### src/rtl/rr_arbiter.sv
// Round-robin / fixed-priority request arbiter with an optional hold-time limit.
// A grant is held until DONE, until the request drops, or until HOLD_MAX expires.
module rr_arbiter #(
  parameter int WIDTH    = 4,
  parameter int MODE     = 0,
  parameter int HOLD_MAX = 0
) (
  input  logic                       clk,
  input  logic                       rst_n,
  input  logic                       enable,
  input  logic [WIDTH-1:0]           req,
  input  logic                       done,
  output logic [WIDTH-1:0]           grant,
  output logic [$clog2(WIDTH)-1:0]   grant_idx,
  output logic                       busy,
  output logic                       timeout
);

  localparam int IDX_W     = $clog2(WIDTH);
  localparam int HC_W      = (HOLD_MAX > 0) ? $clog2(HOLD_MAX + 1) : 1;
  localparam int HOLD_LAST = (HOLD_MAX > 0) ? HOLD_MAX - 1 : 0;
  localparam logic [WIDTH-1:0] ONE_W = {{(WIDTH-1){1'b0}}, 1'b1};

  typedef enum logic {IDLE = 1'b0, GRANT = 1'b1} state_t;

  state_t            state_r;
  logic [WIDTH-1:0]  base_r;
  logic [HC_W-1:0]   hold_cnt_r;
  logic [WIDTH-1:0]  masked_s;
  logic [WIDTH-1:0]  sel_s;
  logic              drop_s;
  logic              expire_s;
  logic              release_s;

  function automatic logic [WIDTH-1:0] lowest_one(input logic [WIDTH-1:0] v);
    lowest_one = v & (~v + ONE_W);
  endfunction

  function automatic logic [IDX_W-1:0] onehot_to_idx(input logic [WIDTH-1:0] v);
    onehot_to_idx = '0;
    for (int i = 0; i < WIDTH; i++) begin
      onehot_to_idx = onehot_to_idx | (v[i] ? IDX_W'(i) : IDX_W'(0));
    end
  endfunction

  // Next-winner search and release conditions
  always_comb begin
    masked_s = req & ~(base_r - ONE_W);
    if (masked_s != '0) begin
      sel_s = lowest_one(masked_s);
    end else begin
      sel_s = lowest_one(req);
    end
    drop_s    = ((req & grant) == '0);
    expire_s  = (HOLD_MAX > 0) && (hold_cnt_r == HC_W'(HOLD_LAST));
    release_s = done || drop_s || expire_s;
  end

  // Arbitration FSM with registered outputs
  always_ff @(posedge clk or negedge rst_n) begin
    if (!rst_n) begin
      state_r    <= IDLE;
      base_r     <= ONE_W;
      hold_cnt_r <= '0;
      grant      <= '0;
      grant_idx  <= '0;
      busy       <= 1'b0;
      timeout    <= 1'b0;
    end else begin
      case (state_r)
        IDLE: begin
          timeout <= 1'b0;
          if (enable && (req != '0)) begin
            state_r    <= GRANT;
            grant      <= sel_s;
            grant_idx  <= onehot_to_idx(sel_s);
            busy       <= 1'b1;
            hold_cnt_r <= '0;
          end
        end
        GRANT: begin
          if (release_s) begin
            state_r   <= IDLE;
            grant     <= '0;
            grant_idx <= '0;
            busy      <= 1'b0;
            // A same-cycle DONE or request drop counts as a normal release
            timeout   <= expire_s && !done && !drop_s;
            if (MODE == 0) begin
              base_r <= {grant[WIDTH-2:0], grant[WIDTH-1]};
            end else begin
              base_r <= ONE_W;
            end
          end else begin
            timeout <= 1'b0;
            if (hold_cnt_r != {HC_W{1'b1}}) begin
              hold_cnt_r <= hold_cnt_r + HC_W'(1);
            end
          end
        end
        default: begin
          state_r   <= IDLE;
          grant     <= '0;
          grant_idx <= '0;
          busy      <= 1'b0;
          timeout   <= 1'b0;
        end
      endcase
    end
  end

endmodule

### config.mk
export PLATFORM = sky130hd
export DESIGN_NAME = rr_arbiter
export DESIGN_NICKNAME = d
export VERILOG_FILES = /design/src/rtl/rr_arbiter.sv
export SDC_FILE = /design/constraint.sdc
export NUM_CORES = 1
export LEC_CHECK = 0
export ABC_AREA = 1
export CORE_MARGIN = 2
export CORE_UTILIZATION = 45
export DETAILED_ROUTE_END_ITERATION = 10
export PLACE_DENSITY = 0.73
export SYNTH_ARGS = -nofsm -noshare
export SYNTH_HDL_FRONTEND = slang
export SYNTH_SLANG_ARGS = --single-unit
### constraint.sdc
create_clock -name clk -period 2 [get_ports clk]
set_clock_uncertainty 0.05 [all_clocks]
set_input_delay 0.3 -clock clk [delete_from_list [all_inputs] [get_ports clk]]
set_output_delay 0.3 -clock clk [all_outputs]
set_load 0.005 [all_outputs]
==> impl_metrics.py, run 1 <==
metrics = {
    "floorplanning": {
        "die_y_um": 43.36,
        "coreArea_mm2": 0.001471,
        "chipWidth_um": 43.36,
        "start_util_pct": 47.36,
        "die_area_mm2": 0.001880,
        "io_pins": 16,
        "fp-row-count": 14,
    },
    "power": {
        "p_comb_share_pct": 47.9,
        "peakVddDrop_mv": 0.6470,
        "intPower_uw": 657.3,
        "p_per_area_mw_per_mm2": 1252,
        "p_total_mw": 1.082,
        "p_clk_share_pct": 14.0,
        "p_sw_uw": 425.1,
        "p_seq_share_pct": 38.0,
        "power.leakage_nw": 0.4545,
        "p_sw_share_pct": 39.28,
    },
    "clock_tree": {
        "clock-sinks": 12,
        "clk_pin_slew_ns": 0.07,
        "cts_resized": 0,
        "cts_max_path_buffers": 2,
        "cts_max_level": 1,
        "clk_latency_ns": 0.26,
        "cts_tree": "yes",
        "cts-root-buf": "clkbuf_4",
        "cts_hold_buffers": 0,
        "postCtsSetupBuffers": 0,
        "numCtsBuffers": 3,
    },
    "place": {
        "gp_congestion": 0.8420,
        "place_inst": 124,
        "dpl.hpwl_um": 1065,
        "portBuffers": 14,
    },
    "layout": {
        "fin_util_pct": 58.76,
        "syn2layout_area_growth_pct": 24.06,
        "fill_cells": 139,
        "finalNetCount": 122,
        "diodes": 0,
        "fin_cells": 128,
        "drive_gt1_share_pct": 10.71,
    },
    "critical_path": {
        "reg2reg_to": "grant[1]$_DFFE_PN0P_",
        "crit_path_top_delay_cell": "dfstp_2",
        "cpPeakStageDelay_ns": 0.54,
        "cp_top_family": "flip-flops",
        "critPathCaptureType": "flop",
        "arrival_ns": 1.77,
        "path_depth": 11,
        "r2r_start": "base_r[0]$_DFFE_PN1P_",
        "start_kind": "flop",
        "worstSetupEndpoint": "grant[1]$_DFFE_PN0P_",
        "rrSetupSlack_ns": 0.33,
        "crit_required_ns": 2.11,
        "worst-setup-path-type": "reg2reg",
        "startpoint": "base_r[0]$_DFFE_PN1P_",
        "worstPathCellList": "inv_1, ha_1, nand2_1, nand2_1, inv_1, nand2_1, inv_1, nand2_1, nand2_1, nand3_2, nand2_1",
        "cp_num_buf_inv": 3,
        "reg2reg_depth": 11,
        "cp_common_cell": "nand2_1",
        "worstPathMaxFanout": 4,
    },
    "global_route": {
        "track_usage_pct": 15.79,
        "grt-ovfl-total": 0,
        "grt_pass1_vias": 522,
        "grt_start_max_net_pins": 13,
        "grt_pass1_wl_um": 2187,
        "grt_antenna_before_repair": 0,
    },
    "route": {
        "totalWireLength_um": 1392,
        "drc": 0,
        "num_vias": 615,
        "wl_per_cell_um": 10.88,
        "drtIter0Drc": 11,
        "firstDrtPassIters": 4,
        "ant_nets": 0,
        "viasPerCell": 4.805,
    },
    "logic_synthesis": {
        "synth_nets": 105,
        "yosys.area.top_type": "dfrtp_1",
        "syn_area_um2": 696.9,
        "yosys-top-cells-area": "dfrtp_1 (39%), nand2_1 (17%), inv_1 (8.6%)",
        "yosysSeqAreaShare_pct": 43.27,
        "synth_top_area_share_pct": 39.50,
        "avgSynthCellArea_um2": 7.260,
        "syn_inst": 96,
        "yosys_warnings": 0,
        "synth_cell_types": 19,
        "synth_seq_cells": 12,
    },
    "hold_path": {
        "hold_path_class": "in2async",
    },
    "sta": {
        "tns_ns": 0,
        "tightest_slew_ns": 0.5098,
        "finalCritPeriodShare_pct": 83.40,
        "fmax_mhz": 599.5,
        "relSlewSlack_pct": 65.91,
        "finalSetupViolCount": 0,
        "finalMaxSlewViolations": 0,
        "finalHoldViolations": 0,
        "rsz0062_at_grt": "no",
        "min_period_ns": 1.668,
        "holdWs_ns": 0.3217,
    },
    "status": {
        "outcome": "complete, no violations",
    },
    "job": {
        "maxCapViolations": 0,
    },
}
[power by group through the flow]
stage	logic (mW)	clock network, mW	registers, mW
floorplan	0.334	0	0.405
global placement	0.516	0	0.411
detailed placement	0.520	0	0.414
CTS	0.524	0.158	0.412
global route	0.590	0.162	0.421
finish	0.519	0.152	0.412
[per-stage QoR]
step | cell area, µm² | worst slack [ns]
2_1_floorplan | 696.9 | 0.4665
3_3_place_gp | 838.3 | 0.2888
3_5_place_dp | 838.3 | 0.2692
4_1_cts | 864.6 | 0.3226
5_1_grt | 864.6 | 0.2103
6_report | 864.6 | 0.3319
[per-layer routing]
metal  share of wire (%)  global-route usage [%]  vias to the layer above
met1                  50                   22.10                      277
met2                  47                   24.18                        6
met3                 1.7                   1.250                        2
li1                    -                       -                      330
met4                0.72                   9.091                        0
met5                   0                       0                        -
[layout make-up]
cell class                      count  area [µm²]  area share, %
Multi-Input combinational cell     66       316.6          36.61
Sequential cell                    12       301.5          34.88
Timing Repair Buffer               14       140.1          16.21
Inverter                           16       60.06          6.946
Clock buffer                        4       26.28          3.039
Tap cell                           16       20.02          2.315
[cells in the final DEF (no fill, tap or decap), drive strengths merged]
cell,instances
clkdlybuf4s50,14
o21ai,6
nor3,1
nor2,7
dfrtp,11
nand2,36
ha,1
nand3,12
clkbuf,4
conb,1
dfstp,1
inv,16
a21oi,2
[worst min path at each step]
stage	start	endpoint	slack (ns)
finish	rst_n	busy$_DFFE_PN0P_	0.32
global route	rst_n	busy$_DFFE_PN0P_	0.36
CTS	rst_n	busy$_DFFE_PN0P_	0.33
detailed placement	busy$_DFFE_PN0P_	busy$_DFFE_PN0P_	0.42
global placement	base_r[0]$_DFFE_PN1P_	base_r[0]$_DFFE_PN1P_	0.43
floorplan	rst_n	base_r[1]$_DFFE_PN0P_	-0.05
[synthesized netlist by cell type]
master,number
dfstp_2,1
nand3_1,10
nor3_1,1
dfrtp_1,11
a21oi_1,2
buf_4,1
buf_6,1
ha_1,1
nor2_2,1
nand2_2,4
nand2_1,32
nand3_4,1
o21ai_0,3
conb_1,1
o21ai_2,1
o21ai_1,2
nor2_1,6
inv_1,16
nand3_2,1
[flip-flops by register name (all words and copies together) (netlist names)]
signal	flops
base_r	4
state_r	1
grant_idx	2
busy	1
grant	4
[logic make-up (layout without fill, tap and decap cells)]
logic type                 Yosys count  after routing  synth area share [%]
AOI/OAI and AO/OA                    8              8                 6.283
adders and majority gates            1              1                 1.795
buffers and inverters               18             34                 11.31
DFF                                 12             12                 43.27
other                                1              1                0.5381
and+or+nand+nor                     56             56                 36.80
[worst reg2reg max path, cell delays in order (launching register included)]
cell and delay, ns:
dfstp_2 0.54, inv_1 0.07, ha_1 0.30, nand2_1 0.05, nand2_1 0.08, inv_1 0.04
nand2_1 0.08, inv_1 0.06, nand2_1 0.07, nand2_1 0.07, nand3_2 0.09, nand2_1 0.06
No activity file was read; power rests on OpenSTA's default activity.
==> inputs of run 2 (changes only) <==
--- a/config.mk
+++ b/config.mk
@@ -6,8 +6,9 @@
 export NUM_CORES = 1
 export LEC_CHECK = 0
 export ABC_AREA = 1
+export CORE_ASPECT_RATIO = 1.25
 export CORE_MARGIN = 2
-export CORE_UTILIZATION = 45
+export CORE_UTILIZATION = 43
 export DETAILED_ROUTE_END_ITERATION = 10
 export PLACE_DENSITY = 0.73
 export SYNTH_ARGS = -nofsm -noshare
==> constraint.sdc (replaced) <==
create_clock -name clk -period 1.45 [get_ports clk]
set_clock_uncertainty 0.05 [all_clocks]
set_input_delay 0.2175 -clock clk [delete_from_list [all_inputs] [get_ports clk]]
set_output_delay 0.2175 -clock clk [all_outputs]
set_load 0.005 [all_outputs]
==> run 2 against run 1 <==
  * The flow now finishes with violations (negative setup slack)
  * Critical path depth stayed put
  * Global-route usage rose by 4.9 points
  * Count of clock-buffer cells in the layout did not move
  * Fmax up 7.9%
  * Hold slack lost 0.074 ns
  * Cell area grew 16%
  * Critical path type unchanged
  * Sequential power increased by 35%
  * Worst setup slack worse by 0.43 ns
  * Sequential share of layout area is 4.8 points lower
==> impl_metrics.py, run 2 (synthesis gave the netlist of run 1 again) <==
metrics = {
    "status": {
        "outcome": "complete, but fails checks",
        "violations": "negative setup slack",
    },
    "layout": {
        "drive_gt1_share_pct": 30.33,
        "final_common_cell": "nand2_1",
        "fill_cells": 139,
        "final_cell_mix": "nand2_1 (25), inv_1 (13), clkdlybuf4s50_1 (12), dfrtp_1 (11)",
        "top_regs": "base_r: 4 flops, grant: 4 flops, grant_idx: 2 flops",
        "fin_cells": 140,
        "finalNetCount": 132,
        "syn2layout_area_growth_pct": 43.63,
        "diodes": 0,
    },
    "sta": {
        "relSlewSlack_pct": 63.78,
        "finalSetupViolCount": 3,
        "finalCritPeriodShare_pct": 106.6,
        "finalMaxSlewViolations": 0,
        "rsz0062_at_grt": "yes",
        "tightest_slew_ns": 0.5416,
        "min_period_ns": 1.546,
        "finalWorstSetupSlack_ns": -0.09629,
        "fmax_mhz": 646.7,
        "finalHoldViolations": 0,
    },
    "floorplanning": {
        "die_y_um": 49.01,
        "coreArea_mm2": 0.001541,
        "chipWidth_um": 40.01,
        "start_util_pct": 45.21,
        "io_pins": 16,
        "fp-row-count": 16,
        "die_area_mm2": 0.001961,
    },
    "route": {
        "drtIter0Drc": 11,
        "totalWireLength_um": 1748,
        "num_vias": 678,
        "drc": 0,
        "viasPerCell": 4.843,
        "firstDrtPassIters": 4,
        "ant_nets": 0,
        "wl_per_cell_um": 12.49,
    },
    "place": {
        "gp_congestion": 0.8205,
        "portBuffers": 14,
        "dpl.hpwl_um": 1179,
        "place_inst": 132,
    },
    "power": {
        "p_total_mw": 1.765,
        "peakVddDrop_mv": 0.9523,
        "power.leakage_nw": 0.5470,
        "p_per_area_mw_per_mm2": 1764,
    },
    "clock_tree": {
        "cts_max_level": 1,
        "cts_tree": "yes",
        "cts-root-buf": "clkbuf_4",
        "cts_hold_buffers": 0,
        "clk_pin_slew_ns": 0.08,
        "clk_latency_ns": 0.27,
        "numCtsBuffers": 3,
        "cts_max_path_buffers": 2,
        "clock-sinks": 12,
    },
    "global_route": {
        "grt_antenna_before_repair": 0,
        "grt_start_max_net_pins": 13,
        "grt_pass1_wl_um": 2794,
        "track_usage_pct": 20.71,
        "grt_pass1_vias": 673,
        "grt-ovfl-total": 0,
    },
    "hold_path": {
        "hold_path_class": "in2async",
    },
    "critical_path": {
        "worstPathMaxFanout": 2,
        "start_kind": "flop",
        "cp_common_cell": "nand2_2",
        "worstPathCellList": "inv_2, ha_4, nand2_2, nand2_2, inv_2, nand2_2, inv_2, nand2_2, nand2_2, nand3_2, nand2_1",
        "worst-setup-path-type": "reg2reg",
        "rrSetupSlack_ns": -0.1,
        "arrival_ns": 1.65,
        "critPathCaptureType": "flop",
        "cpPeakStageDelay_ns": 0.54,
        "crit_path_top_delay_cell": "dfstp_2",
        "crit_required_ns": 1.56,
    },
    "job": {
        "maxCapViolations": 0,
    },
}
## run 2: cell count changes in the layout (fill, tap and decap cells not counted), sizes merged
cell,delta
dlymetal6s2s,+2
buf,+10
clkdlybuf4s50,-2
## run 2: area by class of cell
class                           instances  area [µm²]  area share, %
Timing Repair Buffer                   24       220.2          22.00
Sequential cell                        12       301.5          30.12
Tap cell                               18       22.52          2.250
Multi-Input combinational cell         66       370.4          37.00
Inverter                               16       60.06          6.000
Clock buffer                            4       26.28          2.625
## run 2: what timing repair did
item | CTS | global route
gates resized for setup | 6 | 12
cloned | 0 | 0
setup buffers | 4 | 1
setup endpoints to repair | 8 | 11
pin swaps | 6 | 8
## run 2: critical path: cells and delay by family (launching register included)
family | cells | cell delay [ns]
buffers and inverters | 3 | 0.14
adder cells (fa/ha/maj) | 1 | 0.26
flip-flops | 1 | 0.54
AND/OR/NAND/NOR | 7 | 0.47
## run 2: worst paths after layout
check / start / end / cells after the start
min: rst_n / grant[3]$_DFFE_PN0P_ / 1
max in group asynchronous: rst_n / base_r[0]$_DFFE_PN1P_ / 1
min in group clk: busy$_DFFE_PN0P_ / busy$_DFFE_PN0P_ / 2
max reg2reg: base_r[0]$_DFFE_PN1P_ / grant[1]$_DFFE_PN0P_ / 11
max: base_r[0]$_DFFE_PN1P_ / grant[1]$_DFFE_PN0P_ / 11
min reg2reg: busy$_DFFE_PN0P_ / busy$_DFFE_PN0P_ / 2
## run 2: where the power goes
group | internal [mW] | switching, mW | leakage (nW)
clock network | 0.106 | 0.105 | 0.0150
logic | 0.480 | 0.518 | 0.382
registers | 0.469 | 0.0878 | 0.150
## run 2: layer usage
| layer | global-route usage, % | routed length, µm | up-vias |
|---|---|---|---|
| met1 | 28.01 | 754 | 317 |
| li1 | - | - | 347 |
| met5 | 0 | 0 | - |
| met2 | 31.99 | 934 | 12 |
| met3 | 1.370 | 38 | 2 |
| met4 | 10.34 | 21 | 0 |
## run 2: per-stage QoR
stage	cell area [µm²]	hold slack (ns)	util, %	setup TNS (ns)	setup WS (ns)
after global placement	898.4	0.4285	58.28	-0.9412	-0.1275
after detailed placement	898.4	0.4144	58.28	-1.389	-0.1787
after global routing	1001	0.2926	64.94	-0.7118	-0.1858
final	1001	0.2478	64.94	-0.2697	-0.09629
after floorplan	709.4	-0.1281	-	-0.06972	-0.03500
after CTS	954.7	0.2595	61.93	-0.2050	-0.07290
